**config.mk**
```make
export PLATFORM = sky130hd
export DESIGN_NAME = j_sync_bank
export DESIGN_NICKNAME = d
export VERILOG_FILES = /design/src/rtl/j_sync_pkg.sv /design/src/rtl/j_sync_chan.sv /design/src/rtl/j_sync_bank.sv
export SDC_FILE = /design/constraint.sdc
export NUM_CORES = 1
export LEC_CHECK = 0
export ABC_AREA = 0
export BUFFER_PORTS_ARGS = -buffer_cell sky130_fd_sc_hd__clkbuf_2
export CORE_ASPECT_RATIO = 0.5
export CORE_MARGIN = 2
export CORE_UTILIZATION = 27
export CTS_CLUSTER_DIAMETER = 40
export DETAILED_ROUTE_END_ITERATION = 10
export PLACE_DENSITY = 0.48
export SYNTH_ARGS = -nofsm -noshare
export SYNTH_HDL_FRONTEND = slang
export SYNTH_HIERARCHICAL = 1
export SYNTH_SLANG_ARGS = --single-unit
```
**constraint.sdc**
```tcl
create_clock -name sys_clk -period 1.8 [get_ports sys_clk]
set_input_delay 0.09 -clock sys_clk [delete_from_list [all_inputs] [get_ports sys_clk]]
set_output_delay 0.09 -clock sys_clk [all_outputs]
set_load 0.05 [all_outputs]
```
**src/rtl/j_sync_pkg.sv**
```systemverilog
// j_sync_pkg: shared defaults and channel slice helper for the j_sync register bank
package j_sync_pkg;
  localparam int DEF_WIDTH = 8;
  localparam int DEF_CHANNELS = 4;
  localparam int DEF_STAGES = 1;
  function automatic int chan_off(input int i, input int w);
    return i * w;
  endfunction
endpackage

```
**src/rtl/j_sync_chan.sv**
```systemverilog
// j_sync_chan: one load-enable channel with retiming pipeline, change and pending status
module j_sync_chan import j_sync_pkg::*; #(
  parameter int WIDTH = DEF_WIDTH,
  parameter int STAGES = DEF_STAGES,
  parameter logic [WIDTH-1:0] RESET_VAL = '0
) (
  input  logic             sys_clk,
  input  logic             reset,
  input  logic             stb,
  input  logic [WIDTH-1:0] d,
  input  logic             ld,
  output logic [WIDTH-1:0] q,
  output logic [WIDTH-1:0] qb,
  output logic             chg,
  output logic             pend
);
  logic [STAGES-1:0][WIDTH-1:0] s, nxt;
  logic pend_nxt;
  always_comb begin
    nxt = s;
    nxt[0] = ld ? d : s[0];
    for (int k = 1; k < STAGES; k++) nxt[k] = s[k-1];
    pend_nxt = 1'b0;
    for (int k = 0; k < STAGES - 1; k++) pend_nxt = pend_nxt | (nxt[k] != nxt[STAGES-1]);
  end
  // qb is registered from the next value so it never lags q
  always_ff @(posedge sys_clk or posedge reset) begin
    if (reset) begin
      s <= {STAGES{RESET_VAL}};
      qb <= ~RESET_VAL;
      chg <= 1'b0;
      pend <= 1'b0;
    end else begin
      chg <= stb && (nxt[STAGES-1] != s[STAGES-1]);
      if (stb) begin
        s <= nxt;
        qb <= ~nxt[STAGES-1];
        pend <= pend_nxt;
      end
    end
  end
  assign q = s[STAGES-1];
endmodule

```
**src/rtl/j_sync_bank.sv**
```systemverilog
// j_sync_bank: multi-channel load-enable register bank clocked by an edge-detected emulated clock
module j_sync_bank import j_sync_pkg::*; #(
  parameter int WIDTH = DEF_WIDTH,
  parameter int CHANNELS = DEF_CHANNELS,
  parameter int STAGES = DEF_STAGES,
  parameter logic [WIDTH-1:0] RESET_VAL = '0
) (
  input  logic                      sys_clk,
  input  logic                      reset,
  input  logic                      clk,
  input  logic [CHANNELS*WIDTH-1:0] d,
  input  logic [CHANNELS-1:0]       ld,
  output logic [CHANNELS*WIDTH-1:0] q,
  output logic [CHANNELS*WIDTH-1:0] qb,
  output logic [CHANNELS-1:0]       chg,
  output logic [CHANNELS-1:0]       pend
);
  logic clk_d, stb;
  // clk_d resets high so a clk already high at release is not a strobe
  always_ff @(posedge sys_clk or posedge reset) begin
    if (reset) clk_d <= 1'b1;
    else clk_d <= clk;
  end
  assign stb = clk & ~clk_d;
  for (genvar c = 0; c < CHANNELS; c++) begin : g_chan
    j_sync_chan #(.WIDTH(WIDTH), .STAGES(STAGES), .RESET_VAL(RESET_VAL)) u_chan (
      .sys_clk(sys_clk),
      .reset(reset),
      .stb(stb),
      .d(d[chan_off(c, WIDTH) +: WIDTH]),
      .ld(ld[c]),
      .q(q[chan_off(c, WIDTH) +: WIDTH]),
      .qb(qb[chan_off(c, WIDTH) +: WIDTH]),
      .chg(chg[c]),
      .pend(pend[c])
    );
  end
endmodule

```
==> results.md, run 1 <==
- Status: complete, no violations
- Share of layout cells above drive strength 1: 64.59%
- CP Class: in -> reg
- DR vias/cell: roughly 4.3
- Util after Layout: 35.82%
- Hold WC Path Type: in -> reg
- GPL Wtd Cong: 0.7735
- CTS Buffer Depth: 2
- Slew HR: 54.82%
- Cell taking the most area after synthesis: dfrtp_1
- Met2 wire length: a little under 4 mm
- Synth Area per Inst: about 15 um^2
- Final hold violation count: 0
- Met3 WL: around 440 um
- Drt pass-1 iters: 4
- Critical R2R Launch: clk_d
- I/O Buffers: 106
- Residual DRC: 0
- Slew @ Worst Pin: 0.6770 ns
- FF+latch count, synth: approximately 70
- Max-cap violation count: 0
- Congestion Overflow GR: 0
- Layout Nets: just under 400
- Die W: 165.3 um
- Largest stage delay, worst path: 0.52 ns
- RSZ-0062 raised after global routing: false
- Setup crit end kind: register
- Initial core utilization: roughly 28%
- Reg2reg path depth: 4
- Endpoint, Worst Hold: g_chan[0].u_chan/q[5]
- Worst Path Max Fanout: 8
- Iter 0 DRT Violations: 57
- Worst skew pair latency: 0.32 ns
- Worst IR Drop VDD: 0.4200 mV
- Startpoint types: primary input
- Ys Warns: 6
- Crit path DAT: around 1.8 ns
- Final setup fails: 0
- Synth Cell Area: approximately 3500 um^2
- Initial antenna violation count: 0
- Most common cell after layout, fill and taps aside: clkbuf_2
- Clock root buffer: clkbuf_16
- Clk_skew: 0.006194 ns
- Synth area leaders: dfrtp_1 (26%), dfstp_2 (25%), mux2_4 (14%)
- Cells after Synth: 235
- Clock slew at reported path FFs: 0.06 ns
- I/O pins: 111
- Hold Path Origin: d[5]
- CTS tree: built
- Core area: 12,660 um^2
- Top sig layer: met4
- CP max stage cell: dlygate4sd3_1
- Setup TNS: 0 ns
- Period Utilization, post-route: 83.28%
- Min Hold Slack: ~0.042 ns
- Power per cell area: 1402 nW/um^2
- Layout area overhead: 29.14%
- Synth cell types: 14
- Die Ht: 84.65 um
- Max Freq: 0.6671 GHz
- Leak: 2.234 nW
- Commonest cells after routing, fill and taps aside: clkbuf_2 (106), dfrtp_1 (36), dfstp_2 (33)
- HPWL after DPL: 5.916 mm
- Vias in the first global route: 2,403
- Slew Limit Fails: 0
- Clock Sinks: 69
- DR vias: 2,230
- GRT Util Overall: 11.70%
- WHS Path Cells: 2
- Floorplan row count: 29
- Post-synthesis sequential area ratio: 50.34%
- Synth Net Count: 274
- Diode count: 0
- Largest net degree at the start of global routing: 18
- FF-to-FF setup slack: roughly 0.39 ns
- CP Launch Point: clk
- Global-route wire length before repair: 12.63 mm
- Post-DRT Antenna Nets: 0
- Share of the synthesized area in the top cell type: 25.65%
- Critical path, cell by cell: dlygate4sd3_1, clkbuf_2, nor2b_4, buf_12, buf_4, mux2_2
- Die ar.: 13,990 um^2
- RR Endpoint: g_chan[2].u_chan/qb[7]
- Number of buffers created by CTS: 9
- Drt total wl: 7.837 mm
- Met1 WL: 3.401 mm
- Setup Buffers After CTS: 0
- Wirelength per Cell: 14.98 um
- Crit path required time: 2.05 ns
- Period minus WS final: 1.499 ns
- Htree depth: 3
==> worst max-delay path, delay by kind of cell <==
kind	cells	cell delay [ns]
multiplexers	1	0.35
buffers and inverters	4	1.01
AND/OR/NAND/NOR	1	0.29
==> worst max path at each step <==
stage | slack [ns] | endpoint
2_1_floorplan | 0.52 | g_chan[0].u_chan/chg
3_3_place_gp | 0.40 | g_chan[2].u_chan/qb[1]
3_5_place_dp | 0.37 | g_chan[2].u_chan/qb[7]
4_1_cts | 0.28 | g_chan[1].u_chan/qb[1]
5_1_grt | 0.24 | g_chan[1].u_chan/qb[7]
6_report | 0.30 | g_chan[2].u_chan/qb[7]
==> timing repair <==
action | 4_1_cts | 5_1_grt
setup endpoints to repair | 0 | 0
resized for setup | 0 | 0
hold buffers | 2 | 0
hold endpoints to repair | 38 | 0
==> registers in the layout, indices dropped and copies added (netlist names) <==
| signal | flops |
|---|---|
| g_chan.u_chan/q | 32 |
| g_chan.u_chan/chg | 4 |
| g_chan.u_chan/qb | 32 |
| clk_d | 1 |
==> power breakdown <==
group / internal [mW] / total, mW / switching (mW)
sequential: 1.99 / 2.27 / 0.280
clock: 1.21 / 1.84 / 0.632
combinational: 0.692 / 2.25 / 1.56
total: 3.88 / 6.36 / 2.47
==> cell families (layout without fill, tap and decap cells) <==
group                     after synthesis  count (layout)  synth area share (%)
AOI/OAI and AO/OA                       4               4                0.5700
buffers and inverters                  17             135                 3.527
muxes                                  96              96                 33.06
DFF                                    69              69                 50.34
other                                   4               4                0.4274
xor gates and xnor gates               32              32                 7.980
and+or+nand+nor                        13              13                 4.097
==> cell usage after synthesis <==
cell and instances:
buf_6 4, nand2_8 4, conb_1 4, dfstp_2 33
dfrtp_1 36, mux2i_1 32, mux2_2 32, a21oi_1 4
xor2_1 32, inv_1 5, mux2_4 32, nor4_1 8
buf_4 8, nor2b_4 1
==> per-stage QoR <==
stage | instance area, um^2 | instances | setup slack, ns | power, mW
2_1_floorplan | 3512 | 235 | 0.5161 | 4.033
3_3_place_gp | 4208 | 505 | 0.4023 | 4.534
3_5_place_dp | 4208 | 505 | 0.3747 | 4.567
4_1_cts | 4536 | 523 | 0.2837 | 6.459
5_1_grt | 4536 | 523 | 0.2440 | 6.666
6_report | 4536 | 523 | 0.3010 | 6.358
==> layer usage <==
metal | vias up | GRT usage [%]
li1 | 1036 | -
met1 | 1128 | 14.24
met2 | 54 | 19.17
met3 | 12 | 4.348
met4 | 0 | 4.075
met5 | - | 0
==> cell type report <==
| class | instances | area, um^2 |
|---|---|---|
| fillers | 1249 | 8128 |
| flip-flops and latches | 69 | 1768 |
| multi-input cells | 149 | 1620 |
| repair buffers | 114 | 608.1 |
| clock buffers | 11 | 232.7 |
| well taps | 170 | 212.7 |
| clock inverters | 5 | 75.07 |
| inverters | 5 | 18.77 |
Note: power is estimated with default switching activity, not from simulation.
==> run 2: changes to the inputs <==
clock period = 1.5 ns   (was 1.8 ns; I/O delays follow)
==> run 2 against run 1 <==
Clock skew about the same. Worst setup slack got worse by 0.18 ns. Core utilization unchanged. Sequential cell count unchanged. Non-clock buffer count decreased by 4. Clock power increased by 23%. First-iteration DRC count increased by 7.0%. Sequential power increased by 20%. Combinational power increased by 20%. Global-route usage about the same. Critical path depth unchanged. Final cell count decreased by 0.76%. Critical path type unchanged. Largest cell class unchanged. Largest power group unchanged.
==> results.md, run 2 (same netlist as run 1, synthesis figures left out) <==
- Min Hold Slack: 0.02508 ns (was 0.04157 ns)
- Htree depth: 3 (unchanged)
- Status: complete, no violations (unchanged)
- PostCTS Resize Cnt: 0 (unchanged)
- Setup crit end kind: register (unchanged)
- Initial core utilization: 27.73% (unchanged)
- Initial antenna violation count: 0 (unchanged)
- Largest net degree at the start of global routing: 21 (was 18)
- HPWL after DPL: 5.861 mm (was 5.916 mm)
- Slew HR: 53.99% (was 54.82%)
- Clock slew at reported path FFs: 0.06 ns (about the same)
- Tot Pwr: 7.684 mW (was 6.358 mW)
- Max-cap violation count: 0 (unchanged)
- I/O pins: 111 (unchanged)
- Reg area: 1768 um^2 (unchanged)
- Period Utilization, post-route: 91.88%
- Inst Count DP: 501 (was 505)
- RSZ-0062 raised after global routing: false (unchanged)
- Util after Layout: 35.82% (unchanged)
- Crit path required time: 1.70 ns (was 2.05 ns)
- Die Ht: 84.65 um (unchanged)
- Global-route wire length before repair: 12.72 mm (was 12.63 mm)
- Leak: 2.223 nW (was 2.234 nW)
- DR vias/cell: 4.229 (was 4.264)
- Diode count: 0 (unchanged)
- Slew @ Worst Pin: 0.6893 ns (was 0.6770 ns)
- Startpoint types: primary input (unchanged)
- Final setup fails: 0 (unchanged)
- Period minus WS final: 1.378 ns
- Clock Sinks: 69 (unchanged)
- Number of buffers created by CTS: 9 (unchanged)
- Core area: 12,660 um^2 (unchanged)
- Worst Slack Setup Final: 0.1217 ns (was 0.3010 ns)
- Clock root buffer: clkbuf_16 (unchanged)
- GRT Util Overall: 11.69% (was 11.70%)
- Layout Nets: 383 (was 387)
- GPL Wtd Cong: 0.7624 (was 0.7735)
- CP Class: in -> reg (unchanged)
- Layout area overhead: 29.14% (unchanged)
- Worst skew pair latency: 0.32 ns (about the same)
- DR vias: 2,195 (was 2,230)
- Final hold violation count: 0 (unchanged)
- Wirelength per Cell: 14.91 um (was 14.98 um)
- Setup TNS: 0 ns (unchanged)
- Clk_skew: 0.006600 ns (was 0.006194 ns)
- Die ar.: 13,990 um^2 (unchanged)
- CTS Buffer Depth: 2 (unchanged)
- # fillers: 1,250 (was 1,249)
- Slew Limit Fails: 0 (unchanged)
- Placed Area: 4190 um^2 (was 4208 um^2)
- Die W: 165.3 um (unchanged)
- Vias in the first global route: 2,441 (was 2,403)
- Multi-input gate area: 1620 um^2 (unchanged)
- Crit path DAT: 1.58 ns (was 1.75 ns)
- Post-route cell area: 4536 um^2 (unchanged)
- CTS tree: built (unchanged)
- Drt pass-1 iters: 4 (unchanged)
- Share of layout cells above drive strength 1: 64.76% (was 64.59%)
- Worst IR Drop VDD: 0.5014 mV (was 0.4200 mV)
- Post-DRT Antenna Nets: 0 (unchanged)
- Max Freq: 0.7256 GHz
- Pre-CTS WS: 0.1847 ns (was 0.3747 ns)
- Layout Cells excl Fill: 519 (was 523)
- Iter 0 DRT Violations: 61 (was 57)
- Hold Path Origin: d[3] (was d[5])
- Critical R2R Launch: clk_d (unchanged)
- Worst Path Max Fanout: 20 (was 8)
- Power per cell area: 1694 nW/um^2 (was 1402 nW/um^2)
- Most common cell after layout, fill and taps aside: clkbuf_2 (unchanged)
- Commonest cells after routing, fill and taps aside: clkbuf_2 (106), dfrtp_1 (36), dfstp_2 (33) (unchanged)
- Drt total wl: 7.737 mm (was 7.837 mm)
- Congestion Overflow GR: 0 (unchanged)
- CP Launch Point: clk (unchanged)
- Hold WC Path Type: in -> reg (unchanged)
- I/O Buffers: 106 (unchanged)
- Floorplan row count: 29 (unchanged)
- Residual DRC: 0 (unchanged)
==> run 2: cell count changes in the layout (fill, tap and decap cells not counted), sizes merged <==
cell | previous run | this run
buf | 6 | 2
clkbuf | 117 | 116
clkinvlp | 0 | 1
==> run 2: what timing repair did <==
action | in CTS | in global routing
buffers inserted | 0 | 0
hold endpoints to repair | 38 | 0
hold buffers | 2 | 0
==> run 2: path summary, 6_finish.rpt <==
| path | endpoint | slack (ns) | depth (start not counted) |
|---|---|---|---|
| worst max-delay path | g_chan[2].u_chan/q[4] | 0.12 | 6 |
| worst min-delay path | g_chan[0].u_chan/q[3] | 0.03 | 2 |
| worst max register to register | g_chan[2].u_chan/q[4] | 0.18 | 4 |
| worst min register to register | g_chan[0].u_chan/q[6] | 0.59 | 1 |
| max in group asynchronous | g_chan[0].u_chan/chg | 0.60 | 3 |
| min in group asynchronous | clk_d | 0.35 | 3 |
==> run 2: area by class of cell <==
class | instances | share of cell area, %
Tap cell | 170 | 4.690
Timing Repair Buffer | 110 | 13.02
Sequential cell | 69 | 38.98
Clock inverter | 6 | 1.903
Multi-Input combinational cell | 149 | 35.72
Inverter | 5 | 0.4138
Clock buffer | 10 | 5.269
==> run 2: report_power, final <==
part	internal, mW	leakage (nW)	switching [mW]	total (mW)
Clock	1.50	0.158	0.770	2.27
Combinational	0.827	1.28	1.87	2.70
Sequential	2.38	0.780	0.338	2.72
==> run 2: metal layers <==
layer	part of all wire [%]	up-vias	GRT usage, %
met5	0	-	0
met2	50	39	19.51
met4	1.1	0	3.056
met3	4.6	9	4.051
met1	44	1115	14.51
li1	-	1032	-
==> run 2: critical path, stage by stage <==
cell           delay, ns
dlygate4sd3_1       0.53
clkbuf_2            0.11
nor2b_4             0.19
buf_12              0.21
nand2_8             0.12
mux2_4              0.32
==> run 3: changes to the inputs <==
ABC_AREA = default   (was 0)
CTS_BUF_LIST = sky130_fd_sc_hd__clkbuf_16   (was default)
==> run 3 against run 2 <==
Maximum frequency about the same. Hold slack worse by 0.00056 ns. Via count down 0.18%. Sequential cell count unchanged. Die area unchanged. Global-route usage about the same. Sequential share of layout area up 0.086 points. Power down 0.68%. First-iteration DRC count up 6.6%. Combinational power about the same. Register-to-register slack about the same. Critical endpoint unchanged. Largest power group unchanged. Highest routed layer unchanged.
==> results.md, run 3 (same netlist as run 1, synthesis figures left out) <==
- Status: complete, no violations (unchanged)
- Initial core utilization: 27.73% (unchanged)
- Number of buffers created by CTS: 9 (unchanged)
- FF-to-FF setup slack: 0.18 ns (about the same)
- Slew Limit Fails: 0 (unchanged)
- Critical R2R Launch: clk_d (unchanged)
- CTS tree: built (unchanged)
- Net Sw Power: 2.976 mW (was 2.977 mW)
- Commonest cells after routing, fill and taps aside: clkbuf_2 (106), dfrtp_1 (36), dfstp_2 (33) (unchanged)
- GRT Util Overall: 11.65% (was 11.69%)
- Drt total wl: 7.735 mm (was 7.737 mm)
- Slew @ Worst Pin: 0.6893 ns (about the same)
- Die ar.: 13,990 um^2 (unchanged)
- Residual DRC: 0 (unchanged)
- CP max stage cell: dlygate4sd3_1 (unchanged)
- Layout Cells excl Fill: 519 (unchanged)
- Iter 0 DRT Violations: 65 (was 61)
- Hold WC Path Type: in -> reg (unchanged)
- DR vias/cell: 4.222 (was 4.229)
- Hold Path Origin: d[3] (unchanged)
- Tot Pwr: 7.631 mW (was 7.684 mW)
- Worst Path Max Fanout: 20 (unchanged)
- Largest net degree at the start of global routing: 21 (unchanged)
- Clock slew at reported path FFs: 0.06 ns (about the same)
- RSZ-0062 raised after global routing: false (unchanged)
- Htree depth: 3 (unchanged)
- Slew HR: 53.99% (unchanged)
- Share of layout cells above drive strength 1: 64.47% (was 64.76%)
- Setup TNS: 0 ns (unchanged)
- Layout area overhead: 28.86% (was 29.14%)
- Startpoint types: primary input (unchanged)
- Die W: 165.3 um (unchanged)
- Combinational share of power: 35.3% (was 35.1%)
- Inst Count DP: 501 (unchanged)
- Placed Area: 4190 um^2 (unchanged)
- DR vias: 2,191 (was 2,195)
- Worst IR Drop VDD: 0.5027 mV (was 0.5014 mV)
- Worst skew pair latency: 0.33 ns (was 0.32 ns)
- Post-route cell area: 4526 um^2 (was 4536 um^2)
- Setup crit end kind: register (unchanged)
- Post-DRT Antenna Nets: 0 (unchanged)
- CTS Buffer Depth: 2 (unchanged)
- Clock Sinks: 69 (unchanged)
- Period minus WS final: 1.378 ns (about the same)
- Global-route wire length before repair: 12.68 mm (was 12.72 mm)
- Wirelength per Cell: 14.90 um (was 14.91 um)
- Clock network fraction of design power: 29.0% (was 29.5%)
- Reg2reg path depth: 4 (unchanged)
- Vias in the first global route: 2,434 (was 2,441)
- Largest delay contributor family on the critical path: buffers and inverters (unchanged)
- Crit path DAT: 1.58 ns (about the same)
- WHS Path Cells: 2 (unchanged)
- Leak: 2.217 nW (was 2.223 nW)
- Diode count: 0 (unchanged)
- Most common cell after layout, fill and taps aside: clkbuf_2 (unchanged)
- Final setup fails: 0 (unchanged)
- GPL Wtd Cong: 0.7624 (unchanged)
- Clock root buffer: clkbuf_16 (unchanged)
- I/O pins: 111 (unchanged)
- Crit path required time: 1.70 ns (about the same)
- Core area: 12,660 um^2 (unchanged)
- Layout Nets: 383 (unchanged)
- I/O Buffers: 106 (unchanged)
- CP Launch Point: clk (unchanged)
- HPWL after DPL: 5.861 mm (unchanged)
- Max-cap violation count: 0 (unchanged)
- Die Ht: 84.65 um (unchanged)
- Max Freq: 0.7260 GHz (was 0.7256 GHz)
- Endpoint, Worst Hold: g_chan[0].u_chan/q[3] (unchanged)
- Period Utilization, post-route: 91.83% (was 91.88%)
- Pre-CTS WS: 0.1847 ns (unchanged)
- Power Internal: 4.655 mW (was 4.706 mW)
- PostCTS Resize Cnt: 0 (unchanged)
- Util after Layout: 35.74% (was 35.82%)
- Floorplan row count: 29 (unchanged)
- Largest stage delay, worst path: 0.53 ns (about the same)
- Worst Slack Setup Final: 0.1225 ns (was 0.1217 ns)
- CP Class: in -> reg (unchanged)
- Drt pass-1 iters: 4 (unchanged)
- RR Endpoint: g_chan[2].u_chan/q[4] (unchanged)
- Worst Path Buf+Inv: 3 (unchanged)
- Congestion Overflow GR: 0 (unchanged)
- Final hold violation count: 0 (unchanged)
- Flop pwr share: 35.7% (was 35.4%)
- Clk_skew: 0.006624 ns (was 0.006600 ns)
- # fillers: 1,251 (was 1,250)
- Min Hold Slack: 0.02452 ns (was 0.02508 ns)
- Switching share of power: 39.00% (was 38.75%)
- Critical path, cell by cell: dlygate4sd3_1, clkbuf_2, nor2b_4, buf_12, nand2_8, mux2_4 (unchanged)
- Initial antenna violation count: 0 (unchanged)
- Power per cell area: 1686 nW/um^2 (was 1694 nW/um^2)
[run 3: worst max path at each step]
stage	end	slack [ns]	cells past startpoint
2_1_floorplan	g_chan[0].u_chan/chg	0.22	3
3_3_place_gp	g_chan[1].u_chan/q[6]	0.19	4
3_5_place_dp	g_chan[2].u_chan/q[1]	0.18	4
4_1_cts	g_chan[2].u_chan/q[1]	0.11	6
5_1_grt	g_chan[2].u_chan/q[4]	0.08	6
6_report	g_chan[2].u_chan/q[4]	0.12	6
[run 3: power groups by stage]
stage | combinational [mW] | sequential [mW] | clock, mW
6_report | 2.70 | 2.72 | 2.21
5_1_grt | 2.83 | 2.78 | 2.38
4_1_cts | 2.73 | 2.73 | 2.29
3_5_place_dp | 2.72 | 2.75 | 0
3_3_place_gp | 2.69 | 2.74 | 0
2_1_floorplan | 0.803 | 4.04 | 0
[run 3: metal layers]
metal / vias to the layer above / wire length [um] / track usage, %
li1: 1031 / - / -
met1: 1112 / 3461 / 14.47
met2: 39 / 3838 / 19.39
met3: 9 / 353 / 4.051
met4: 0 / 82 / 3.056
met5: - / 0 / 0
[run 3: worst reg2reg max path, stage by stage (launching register included)]
cell and delay [ns]:
dfstp_2 0.54, nor2b_4 0.05, buf_12 0.16, nand2_8 0.14, mux2_4 0.32
[run 3: layout make-up]
cell class / count / area (um^2) / area share (%)
flip-flops and latches: 69 / 1768 / 39.07
multi-input cells: 149 / 1620 / 35.80
repair buffers: 110 / 590.6 / 13.05
clock buffers: 9 / 225.2 / 4.977
well taps: 170 / 212.7 / 4.700
clock inverters: 7 / 90.09 / 1.991
inverters: 5 / 18.77 / 0.4147
[run 3: what timing repair did]
action	4_1_cts	5_1_grt
hold buffers	2	0
endpoints found under the hold margin	38	0
setup buffers	0	0
